## config.mk

```make
export PLATFORM = sky130hd
export DESIGN_NAME = cpu_sequencer
export DESIGN_NICKNAME = d
export VERILOG_FILES = /design/src/rtl/cpu_sequencer.sv
export SDC_FILE = /design/constraint.sdc
export NUM_CORES = 1
export LEC_CHECK = 0
export CORE_ASPECT_RATIO = 1.2
export CORE_MARGIN = 4
export CORE_UTILIZATION = 42
export CTS_CLUSTER_DIAMETER = 60
export CTS_CLUSTER_SIZE = 24
export DETAILED_ROUTE_END_ITERATION = 8
export PLACE_DENSITY = 0.86
export SETUP_SLACK_MARGIN = 0.2
export SYNTH_ARGS = -nofsm -noshare
export SYNTH_HDL_FRONTEND = slang
export SYNTH_SLANG_ARGS = --single-unit
```

## constraint.sdc

```tcl
create_clock -name clk -period 3.3 [get_ports clk]
set_clock_uncertainty 0.2 [all_clocks]
set_input_delay 0.66 -clock clk [delete_from_list [all_inputs] [get_ports clk]]
set_output_delay 0.66 -clock clk [all_outputs]
set_load 0.02 [all_outputs]
```

## src/rtl/cpu_sequencer.sv

```systemverilog
// ============================================================================
// cpu_sequencer
// ----------------------------------------------------------------------------
// Instruction sequencer for the PLC CPU. It runs IEC 61131 style scan cycles
// over Program Memory. Each scan runs the IL instructions at addresses 0
// through prog_last. Every instruction takes three clocks:
//   FETCH  : pm_addr = pc. The synchronous ROM returns the word next clock.
//   DECODE : the PM fields are latched toward the ALU/DM and dm_rd is pulsed.
//   EXEC   : the ALU result is valid combinationally. The write strobes for
//            Data Memory and the Current Result register are raised here.
// After the last instruction, the DONE state pulses scan_done and advances
// scan_cnt. It then either starts the next scan at once (run=1) or returns to
// IDLE (run=0).
//
// Instruction code map, shared with the ALU:
//   01 LD     02 LDN    03 LDI    04 ST     05 STN    06 S      07 R
//   08 AND    09 ANDN   0A ANDI   0B OR     0C ORN    0D ORI    0E XOR
//   0F XORN   10 XORI   11 NOT    12 EQU    13 F_TRIG 14 R_TRIG
//   Any other code is undefined. It raises op_err and is executed as a NOP.
//
// Ports
//   clk           in   1          system clock, rising edge
//   rst           in   1          synchronous reset, active-high
//   run           in   1          run scans; sampled only in IDLE and DONE
//   prog_last     in   PM_ADDR_W  last instruction address; latched at scan start
//   pm_addr       out  PM_ADDR_W  Program Memory address
//   pm_instr_code in   8          instruction code field of the PM word
//   pm_dm_type    in   2          DM access type field (BIT/BYTE/WORD/DWORD)
//   pm_dm_addr    in   DM_ADDR_W  DM operand address field
//   pm_const      in   32         immediate field (routed to the ALU elsewhere)
//   cr_out        in   32         current CR value; bit 0 gates R and S
//   instr_code    out  8          latched instruction code to the ALU
//   dm_type       out  2          latched access type to the ALU/DM
//   dm_addr       out  DM_ADDR_W  latched DM address
//   dm_rd         out  1          DM read strobe (DECODE)
//   dm_we         out  1          DM write enable (EXEC)
//   cr_we         out  1          CR write enable (EXEC)
//   busy          out  1          high whenever not IDLE
//   scan_done     out  1          one-clock pulse in DONE
//   scan_cnt      out  16         completed scan counter, wraps to 0
//   op_err        out  1          one-clock pulse in EXEC for an undefined code
// ============================================================================
module cpu_sequencer #(
    parameter int DM_ADDR_W = 8,
    parameter int PM_ADDR_W = 8
) (
    input  logic                 clk,
    input  logic                 rst,
    input  logic                 run,
    input  logic [PM_ADDR_W-1:0] prog_last,
    output logic [PM_ADDR_W-1:0] pm_addr,
    input  logic [7:0]           pm_instr_code,
    input  logic [1:0]           pm_dm_type,
    input  logic [DM_ADDR_W-1:0] pm_dm_addr,
    input  logic [31:0]          pm_const,
    input  logic [31:0]          cr_out,
    output logic [7:0]           instr_code,
    output logic [1:0]           dm_type,
    output logic [DM_ADDR_W-1:0] dm_addr,
    output logic                 dm_rd,
    output logic                 dm_we,
    output logic                 cr_we,
    output logic                 busy,
    output logic                 scan_done,
    output logic [15:0]          scan_cnt,
    output logic                 op_err
);

    // ------------------------------------------------------------------
    // Instruction codes
    // ------------------------------------------------------------------
    localparam logic [7:0] OP_LD     = 8'h01;
    localparam logic [7:0] OP_LDN    = 8'h02;
    localparam logic [7:0] OP_LDI    = 8'h03;
    localparam logic [7:0] OP_ST     = 8'h04;
    localparam logic [7:0] OP_STN    = 8'h05;
    localparam logic [7:0] OP_S      = 8'h06;
    localparam logic [7:0] OP_R      = 8'h07;
    localparam logic [7:0] OP_AND    = 8'h08;
    localparam logic [7:0] OP_ANDN   = 8'h09;
    localparam logic [7:0] OP_ANDI   = 8'h0A;
    localparam logic [7:0] OP_OR     = 8'h0B;
    localparam logic [7:0] OP_ORN    = 8'h0C;
    localparam logic [7:0] OP_ORI    = 8'h0D;
    localparam logic [7:0] OP_XOR    = 8'h0E;
    localparam logic [7:0] OP_XORN   = 8'h0F;
    localparam logic [7:0] OP_XORI   = 8'h10;
    localparam logic [7:0] OP_NOT    = 8'h11;
    localparam logic [7:0] OP_EQU    = 8'h12;
    localparam logic [7:0] OP_F_TRIG = 8'h13;
    localparam logic [7:0] OP_R_TRIG = 8'h14;

    typedef enum logic [2:0] {
        ST_IDLE   = 3'd0,
        ST_FETCH  = 3'd1,
        ST_DECODE = 3'd2,
        ST_EXEC   = 3'd3,
        ST_DONE   = 3'd4
    } state_t;

    // ------------------------------------------------------------------
    // Decode helpers
    // ------------------------------------------------------------------

    // Instructions whose result lands in CR.
    function automatic logic writes_cr(input logic [7:0] code);
        logic hit;
        hit = 1'b0;
        case (code)
            OP_LD, OP_LDN, OP_LDI,
            OP_AND, OP_ANDN, OP_ANDI,
            OP_OR, OP_ORN, OP_ORI,
            OP_XOR, OP_XORN, OP_XORI,
            OP_NOT, OP_EQU,
            OP_F_TRIG, OP_R_TRIG: hit = 1'b1;
            default:              hit = 1'b0;
        endcase
        return hit;
    endfunction

    // Instructions that always write Data Memory. The edge detectors also
    // write DM, because they keep their previous input sample there.
    function automatic logic writes_dm(input logic [7:0] code);
        logic hit;
        hit = 1'b0;
        case (code)
            OP_ST, OP_STN, OP_F_TRIG, OP_R_TRIG: hit = 1'b1;
            default:                             hit = 1'b0;
        endcase
        return hit;
    endfunction

    // S and R write DM only when CR bit 0 is set.
    function automatic logic is_set_reset(input logic [7:0] code);
        return (code == OP_S) || (code == OP_R);
    endfunction

    // ------------------------------------------------------------------
    // State
    // ------------------------------------------------------------------
    state_t                 state_q,      state_d;
    logic [PM_ADDR_W-1:0]   pc_q,         pc_d;
    logic [PM_ADDR_W-1:0]   prog_last_q,  prog_last_d;
    logic [7:0]             instr_code_q, instr_code_d;
    logic [1:0]             dm_type_q,    dm_type_d;
    logic [DM_ADDR_W-1:0]   dm_addr_q,    dm_addr_d;
    logic [15:0]            scan_cnt_q,   scan_cnt_d;

    // The immediate operand goes straight from PM to the ALU, and only bit 0
    // of CR matters here. The remaining bits are folded into one signal so
    // that every input is seen as consumed.
    logic unused_inputs;
    assign unused_inputs = ^{pm_const, cr_out[31:1]};

    // ------------------------------------------------------------------
    // Next-state and strobe logic
    // ------------------------------------------------------------------
    always_comb begin
        state_d      = state_q;
        pc_d         = pc_q;
        prog_last_d  = prog_last_q;
        instr_code_d = instr_code_q;
        dm_type_d    = dm_type_q;
        dm_addr_d    = dm_addr_q;
        scan_cnt_d   = scan_cnt_q;
        dm_rd        = 1'b0;
        dm_we        = 1'b0;
        cr_we        = 1'b0;
        op_err       = 1'b0;
        scan_done    = 1'b0;

        case (state_q)
            ST_IDLE: begin
                pc_d = '0;
                if (run) begin
                    prog_last_d = prog_last;
                    state_d     = ST_FETCH;
                end
            end

            // pm_addr follows pc. The ROM word appears in DECODE.
            ST_FETCH: begin
                state_d = ST_DECODE;
            end

            ST_DECODE: begin
                instr_code_d = pm_instr_code;
                dm_type_d    = pm_dm_type;
                dm_addr_d    = pm_dm_addr;
                dm_rd        = 1'b1;
                state_d      = ST_EXEC;
            end

            ST_EXEC: begin
                if (writes_cr(instr_code_q)) begin
                    cr_we = 1'b1;
                end
                if (writes_dm(instr_code_q)) begin
                    dm_we = 1'b1;
                end else if (is_set_reset(instr_code_q)) begin
                    dm_we = cr_out[0];
                end
                // Undefined codes flag an error but otherwise behave as NOP.
                if (!writes_cr(instr_code_q) && !writes_dm(instr_code_q) &&
                    !is_set_reset(instr_code_q)) begin
                    op_err = 1'b1;
                end

                // The comparison is against the value latched at scan start,
                // so changes on prog_last mid-scan cannot cut a scan short.
                if (pc_q == prog_last_q) begin
                    state_d = ST_DONE;
                end else begin
                    pc_d    = pc_q + 1'b1;
                    state_d = ST_FETCH;
                end
            end

            ST_DONE: begin
                scan_done  = 1'b1;
                scan_cnt_d = scan_cnt_q + 16'd1;
                pc_d       = '0;
                // run is sampled only here and in IDLE. Dropping it
                // mid-scan therefore lets the scan finish.
                if (run) begin
                    prog_last_d = prog_last;
                    state_d     = ST_FETCH;
                end else begin
                    state_d     = ST_IDLE;
                end
            end

            default: begin
                state_d = ST_IDLE;
                pc_d    = '0;
            end
        endcase
    end

    // ------------------------------------------------------------------
    // Registers
    // ------------------------------------------------------------------
    always_ff @(posedge clk) begin
        if (rst) begin
            state_q      <= ST_IDLE;
            pc_q         <= '0;
            prog_last_q  <= '0;
            instr_code_q <= '0;
            dm_type_q    <= '0;
            dm_addr_q    <= '0;
            scan_cnt_q   <= '0;
        end else begin
            state_q      <= state_d;
            pc_q         <= pc_d;
            prog_last_q  <= prog_last_d;
            instr_code_q <= instr_code_d;
            dm_type_q    <= dm_type_d;
            dm_addr_q    <= dm_addr_d;
            scan_cnt_q   <= scan_cnt_d;
        end
    end

    // ------------------------------------------------------------------
    // Outputs
    // ------------------------------------------------------------------
    // All write strobes decode from the state register. The first cycle after
    // reset is therefore IDLE, and it can never carry a leftover write.
    assign pm_addr    = pc_q;
    assign instr_code = instr_code_q;
    assign dm_type    = dm_type_q;
    assign dm_addr    = dm_addr_q;
    assign scan_cnt   = scan_cnt_q;
    assign busy       = (state_q != ST_IDLE);

endmodule
```

[After elaboration in Yosys (flattened, before gate mapping)]
Memory sizes are Yosys's and may differ from the RTL's. A register that Yosys moved wholly into a read port is not among the register bits.
Cells that the tools add are included.
Word-level totals
  logic and storage cells: 64
  bits in read-only memories: 64
  memories: 2
  register bits: 53
  output and inout bits: 48
Memories
  (name not given): words 32, bits a word 1, read ports 1, clocked after Yosys merged registers in 1, write ports 0, RTL line 109  | case (code)
  (name not given): words 32, bits a word 1, read ports 1, clocked after Yosys merged registers in 1, write ports 0, RTL line 109
Operators by class
  bitwise gates (word level): 1
  add/sub/neg operators: 2
  equality and inequality tests: 13
  multiplexer cells: 25
  reduce and logical (&&, ||, !) cells: 14
Operators by type and width (count)
  8-bit by 3-bit equality test with 1-bit output (second input constant): 4
  5-bit 2-to-1 mux: 4
  16-bit by 1-bit adder with 16-bit output (second input constant): 1
  8-bit by 5-bit equality test with 1-bit output (second input constant): 2
  1-bit 2-to-1 mux: 16
  8-bit one-hot mux with 2 select lines: 1
  3-bit one-hot mux with 5 select lines: 1
  8-bit by 1-bit adder with 8-bit output (second input constant): 1
  8-bit equality test: 1
  8-bit 2-to-1 mux: 1
  3-bit by 2-bit equality test with 1-bit output (second input constant): 2
  3-bit zero test: 2
  3-bit 2-to-1 mux: 2
  2-bit inequality test (second input constant): 2
  2-bit AND reduction: 2
  2-bit OR reduction: 2
  4-bit OR reduction: 1
  3-bit by 1-bit equality test with 1-bit output (second input constant): 1
  3-bit equality test (second input constant): 1
  1-bit zero test: 3
  3-bit nonzero test: 1
  1-bit logical AND: 2
  1-bit logical OR: 1
  1-bit NOT: 1

[Depth between registers and ports, before layout]
Gate-level depths: netlist (run 1).
  word-level depth: 9
  depth in mapped cells: 8
  gate-level depth less buffers: 5

[Worst setup path before layout (run 1)]
OpenSTA, ideal clock, no wires.
  kind: register -> output
  start point: reg instr_code_q[2], in the netlist instr_code[2]
  end point: out op_err
  slack: 1.053 ns
  required time: 2.440 ns
  arrival time: 1.387 ns
  stages on the path, launching flop included: 5
  path buffers: 0
  cell sequence: dfxtp_1 > and4b_1 > a21oi_1 > o21bai_1 > a21boi_0
On the way
  word-level cells in the longest chain between the ends: 9
  elaborated cells on any way between the ends: 16
  those cells by class: 6 x eq/ne; 4 x mux; 6 x reduce/logical
RTL lines
  start: declaration: RTL line 144  | logic [7:0] instr_code_q, instr_code_d;
  start signal: assignment: RTL line 256  | instr_code_q <= instr_code_d;
  8-bit by 3-bit equality test with 1-bit output or 8-bit by 5-bit equality test with 1-bit output (tied branches): RTL line 126  | case (code)
  4-bit OR reduction: RTL line 126
  1-bit 2-to-1 mux: RTL line 126
  1-bit 2-to-1 mux: RTL line 172  | case (state_q)
  1-bit zero test: RTL line 204  | if (!writes_cr(instr_code_q) && !writes_dm(instr_code_q) &&
  1-bit logical AND: RTL line 204
  1-bit logical AND *: RTL line 204
  1-bit 2-to-1 mux *: RTL line 204
  1-bit 2-to-1 mux *: RTL line 172
  end: declaration: RTL line 66  | output logic op_err
Every way passes the cells marked *; elsewhere a longest branch is shown, timed or not. The select of a mux whose other input is x is not followed.

[Worst setup path after layout (run 1)]
  start point: reg state_q[1]
  end point: out op_err
On the way
  word-level cells in the longest chain between the ends: 2
RTL lines
  start: declaration: RTL line 141  | state_t state_q, state_d;
  start signal: assignment: RTL line 253  | state_q <= state_d;
  3-bit by 2-bit equality test with 1-bit output: RTL line 172
  1-bit 2-to-1 mux: RTL line 172
Every way passes these cells.

==> results of run 1 <==
cell type report:
class / count / share of cell area (%)
clock buffers: 6 / 2.38
multi-input cells: 227 / 38.9
clock inverters: 1 / 0.865
well taps: 80 / 2.88
repair buffers: 82 / 23.3
inverters: 4 / 0.468
flip-flops and latches: 54 / 31.1
state kept, by name, indices dropped and copies added, names as in the netlist, named ones only:
signal,cells
dm_type,2
prog_last_q,8
pm_addr,8
scan_cnt,16
instr_code,8
dm_addr,8
state_q,3
cells in the final DEF, fill, tap and decap left out, drive strengths merged, types with 6 or more instances in the layout:
| master | n |
|---|---|
| a21oi | 40 |
| clkbuf | 6 |
| clkdlybuf4s50 | 76 |
| dfxtp | 54 |
| mux2i | 7 |
| nand2 | 69 |
| nand2b | 7 |
| nand3 | 11 |
| nand4 | 6 |
| nor2 | 15 |
| nor3 | 8 |
| xor2 | 15 |
power by group through the flow:
| stage | clock, uW | sequential (uW) | combinational, uW |
|---|---|---|---|
| floorplan | 0 | 751 | 189 |
| global placement | 0 | 735 | 316 |
| detailed placement | 0 | 738 | 322 |
| CTS | 466 | 723 | 324 |
| global route | 491 | 730 | 353 |
| finish | 452 | 723 | 321 |
worst min-delay path, cell delays in order (launching register included):
cell and delay [ps]:
dfxtp_1 320, nand2_1 50, a21oi_1 50
cell families (layout without fill, tap and decap cells):
family / after synthesis / after routing / synth area share (%)
AO/OA/AOI/OAI: 54 / 54 / 11.8
XOR/XNOR: 18 / 18 / 6.22
adder cells (fa/ha/maj): 2 / 2 / 0.987
buffers and inverters: 17 / 93 / 4.00
flip-flops: 54 / 54 / 42.6
multiplexers: 9 / 9 / 3.65
AND/OR/NAND/NOR: 144 / 144 / 30.7
per-stage QoR:
step	area (um^2)	cells
after floorplan	2530	298
after global placement	3360	447
after detailed placement	3360	447
after CTS	3470	454
after global routing	3470	454
final	3470	454
worst paths after layout:
kind / start / cells after the start / slack, ps / to
worst max-delay path: state_q[1] / 4 / 430 / op_err
worst min register to register: dm_addr[4] / 2 / 260 / dm_addr[4]
worst min-delay path: dm_addr[4] / 2 / 260 / dm_addr[4]
worst max register to register: state_q[1] / 5 / 1330 / flop
layer usage:
metal	wire (um)	share of wire, %	global-route usage (%)
met1	2310	40	17.4
met2	2860	50	29.1
met3	534	9.3	6.36
met4	60	1.0	4.44
met5	0	0	0
==> results.sh, run 1 <==
export IMPL_grt_overflow=0
export IMPL_grt_max_degree=23
export IMPL_nets=469
export IMPL_cpPeakStageDelay_ps=640
export IMPL_peakVddDrop_mv=0.331
export IMPL_vias=2301
export IMPL_cts_root_buffer="clkbuf_8"
export IMPL_post_place_ws_ps=281
export IMPL_die_y_um=93.1
export IMPL_final_layout_size_suffix_gt1_share_pct=6.68
export IMPL_worstPathArrival_ps=2010
export IMPL_cts_made_buffers=5
export IMPL_rows=30
export IMPL_total_power_uw=1500
export IMPL_ys_seq_elements=54
export IMPL_finalWirelength_um=5770
export IMPL_die_area_um2=7350
export IMPL_postCtsHoldBufs=0
export IMPL_seqPwrFrac_pct=48.3
export IMPL_power_internal_uw=1080
export IMPL_syn_avg_cell_area_um2=8.51
export IMPL_cp_top_family="buffers and inverters"
export IMPL_synth_top_area_cell="dfxtp_1"
export IMPL_switching_share_pct=27.7
export IMPL_antenna_found_initial=0
export IMPL_slew_viol_final=0
export IMPL_yosysTopAreaCellShare_pct=42.6
export IMPL_p_per_area_nw_per_um2=431
export IMPL_syn_cell_area_um2=2530
export IMPL_die_x_um=78.9
export IMPL_layout_min_cycle_time_ps=2870
export IMPL_synth_most_common_cell="nand2_1"
export IMPL_cts_sinks=54
export IMPL_ys_top_cells_by_area="dfxtp_1 (43%), nand2_1 (10%), a21oi_1 (7.7%)"
export IMPL_syn_nets=393
export IMPL_route_detailed_drc=0
export IMPL_relSlewSlack_pct=63.0
export IMPL_start_util_pct=44.1
export IMPL_p_comb_share_pct=21.5
export IMPL_vias_per_cell=5.07
export IMPL_clkPwrFrac_pct=30.2
export IMPL_cts_htree_levels=2
export IMPL_synthFlopType="dfxtp_1"
export IMPL_grt_pass1_wl_um=9870
export IMPL_grt_use_total_pct=16.1
export IMPL_multi_input_area_um2=1350
export IMPL_boundaryPins=141
export IMPL_postCtsSetupBuffers=0
export IMPL_clockBufferDepth=2
export IMPL_dr_pass1_iters=4
export IMPL_io_buffers=77
export IMPL_yosysWarnings=0
export IMPL_clk_latency_ps=300
export IMPL_period_share_pct=87.0
export IMPL_hpwl_um=4310
export IMPL_crit_path_top_delay_cell="clkdlybuf4s50_1"
export IMPL_startpoint_type="flop"
export IMPL_crit_type="reg2out"
export IMPL_worst_setup_path_end_kind="output pin"
export IMPL_final_antenna_net_count=0
export IMPL_synth_edf_count=0
export IMPL_drtIter0Drc=77
export IMPL_clock_fmax_mhz=348
export IMPL_wl_per_cell_um=12.7
export IMPL_cp_num_buf_inv=1
export IMPL_diodes=0
export IMPL_cp_required_ps=2440
export IMPL_grt_pass1_vias=2303
export IMPL_synth_commonest_cells="nand2_1 (68), dfxtp_1 (54), a21oi_1 (39)"
export IMPL_cts_tree="built"
export IMPL_setup_tns_ps=0
export IMPL_switchingPower_uw=414
export IMPL_ctsResizeCount=0
export IMPL_hold_viol=0
export IMPL_yosysSeqAreaShare_pct=42.6
export IMPL_cap_violations=0
export IMPL_num_fill_cells=485
export IMPL_utilization_pct=60.5
export IMPL_syn_inst=298
export IMPL_synth_cell_types=43
export IMPL_crit_chain="nand2_1 -> nor2_1 -> a21boi_0 -> clkdlybuf4s50_1"
export IMPL_syn2layout_area_growth_pct=37.0
export IMPL_gp_congestion=0.775
export IMPL_worst_slew_pin_slew_ps=550
export IMPL_crit_fanout=10
export IMPL_hold_path_class="reg2reg"
export IMPL_setup_viol=0
export IMPL_holdWs_ps=261
export IMPL_fp_coreArea_um2=5740
export IMPL_outcome="finished, final reports clean"
export IMPL_ff_latch_area_um2=1080
export IMPL_fin_ws_ps=430
export IMPL_ys_async_sr_fraction_pct=0
export IMPL_rsz0062_at_grt="no"
export IMPL_clk_pin_slew_ps=90
export IMPL_power_leakage_uw=0.00130
Power figures use the tool's default switching activity.
==> run 2: changes to the inputs <==
- clock period: 3.3 -> 3.37 ns (I/O delays scaled with it)
==> results.sh, run 2 (synthesized netlist as in run 1, its figures left out) <==
export IMPL_outcome="finished, final reports clean"
export IMPL_layout_commonest_cell="clkdlybuf4s50_1"
export IMPL_nets=469
export IMPL_cts_htree_levels=2
export IMPL_cap_violations=0
export IMPL_utilization_pct=60.1
export IMPL_die_y_um=93.1
export IMPL_worst_r2r_setup_slack_ps=1480
export IMPL_period_share_pct=86.6
export IMPL_worst_slew_pin_slew_ps=557
export IMPL_cts_root_buffer="clkbuf_8"
export IMPL_vias=2269
export IMPL_drtIter0Drc=87
export IMPL_cts_sinks=54
export IMPL_holdWs_ps=262
export IMPL_worst_setup_path_end_kind="output pin"
export IMPL_peakVddDrop_mv=0.251
export IMPL_final_layout_size_suffix_gt1_share_pct=6.93
export IMPL_hold_viol=0
export IMPL_r2r_start="state_q[2]"
export IMPL_crit_path_top_delay_cell="clkdlybuf4s50_1"
export IMPL_cts_made_buffers=5
export IMPL_mostFrequentLayoutCells="clkdlybuf4s50_1 (76), nand2_1 (68), dfxtp_1 (53), a21oi_1 (39)"
export IMPL_syn2layout_area_growth_pct=36.2
export IMPL_boundaryPins=141
export IMPL_worstPathArrival_ps=2040
export IMPL_clk_pin_slew_ps=100
export IMPL_hp_start="dm_addr[2]"
export IMPL_cp_top_family="buffers and inverters"
export IMPL_vias_per_cell=4.99
export IMPL_dr_pass1_iters=4
export IMPL_power_leakage_uw=0.00129
export IMPL_p_per_area_nw_per_um2=403
export IMPL_gp_congestion=0.788
export IMPL_largest_reg_flops=16
export IMPL_grt_pass1_wl_um=9610
export IMPL_fin_ws_ps=451
export IMPL_start_util_pct=44.1
export IMPL_io_buffers=77
export IMPL_cts_tree="built"
export IMPL_cp_required_ps=2500
export IMPL_antenna_found_initial=0
export IMPL_crit_type="reg2out"
export IMPL_rows=30
export IMPL_hold_path_class="reg2reg"
export IMPL_clk_latency_ps=310
export IMPL_setup_tns_ps=0
export IMPL_post_place_ws_ps=294
export IMPL_clock_fmax_mhz=343
export IMPL_grt_use_total_pct=15.8
export IMPL_cp_num_buf_inv=1
export IMPL_die_area_um2=7350
export IMPL_layout_min_cycle_time_ps=2920
export IMPL_rsz0062_at_grt="no"
export IMPL_startpoint_type="flop"
export IMPL_diodes=0
export IMPL_min_to="dm_addr[2]"
export IMPL_crit_fanout=9
export IMPL_reg2reg_depth=5
export IMPL_hpwl_um=4330
export IMPL_grt_max_degree=26
export IMPL_die_x_um=78.9
export IMPL_wl_per_cell_um=12.5
export IMPL_fp_coreArea_um2=5740
export IMPL_clockBufferDepth=2
export IMPL_cpPeakStageDelay_ps=640
export IMPL_whs_path_depth=2
export IMPL_grt_pass1_vias=2208
export IMPL_postCtsSetupBuffers=0
export IMPL_route_detailed_drc=0
export IMPL_grt_overflow=0
export IMPL_finalWirelength_um=5690
export IMPL_slew_viol_final=0
export IMPL_final_antenna_net_count=0
export IMPL_crit_chain="nand2_1 -> nor2_1 -> a21boi_0 -> clkdlybuf4s50_1"
export IMPL_total_power_uw=1390
export IMPL_setup_viol=0
export IMPL_relSlewSlack_pct=62.6
-- run 2: cell count changes in the layout (fill, tap and decap cells not counted) --
cell	previous run	this run
clkbuf_1	0	1
dfxtp_2	0	1
bufinv_16	1	0
clkinv_4	0	1
inv_6	0	1
dfxtp_1	54	53
clkbuf_8	6	5
-- run 2: worst min-delay path, cell delays in order, from the launching register on --
cell and delay (ps):
dfxtp_1 320, nand2_1 50, a21oi_1 50
-- run 2: worst max-delay path by stage --
stage | start | endpoint | slack [ps] | cells after the start
finish | state_q[0] | op_err | 450 | 4
global route | state_q[0] | op_err | 320 | 4
CTS | cr_out[0] | dm_we | 270 | 6
detailed placement | cr_out[0] | dm_we | 290 | 6
global placement | cr_out[0] | dm_we | 290 | 6
floorplan | instr_code[2] | op_err | 1110 | 4
-- run 2: report_power, final --
part / leakage, uW / internal [uW] / switching, uW
Combinational: 0.000802 / 147 / 168
Clock: 0.0000458 / 151 / 217
Sequential: 0.000438 / 674 / 33.5
-- run 2: routing by layer --
| layer | wire (um) | track usage, % |
|---|---|---|
| met1 | 2270 | 17.3 |
| met2 | 2830 | 28.3 |
| met3 | 564 | 7.03 |
| met4 | 29 | 2.87 |
| met5 | 0 | 0 |
-- run 2: area by class of cell --
class | instances | area, um^2
inverter | 4 | 16.3
fill | 503 | 2290
timing repair buffer | 82 | 811
sequential | 54 | 1080
clock inverter | 2 | 17.5
tap | 80 | 100
clock buffer | 6 | 72.6
multi-input combinational | 227 | 1350
-- run 2: metrics by stage --
step | area, um^2 | cells
after floorplan | 2530 | 298
after global placement | 3360 | 447
after detailed placement | 3360 | 447
after CTS | 3450 | 455
after global routing | 3450 | 455
final | 3450 | 455
-- run 2: repair_timing --
action                     4_1_cts  5_1_grt
hold buffers                     0        0
resized for setup                0        2
setup endpoints to repair        0        1
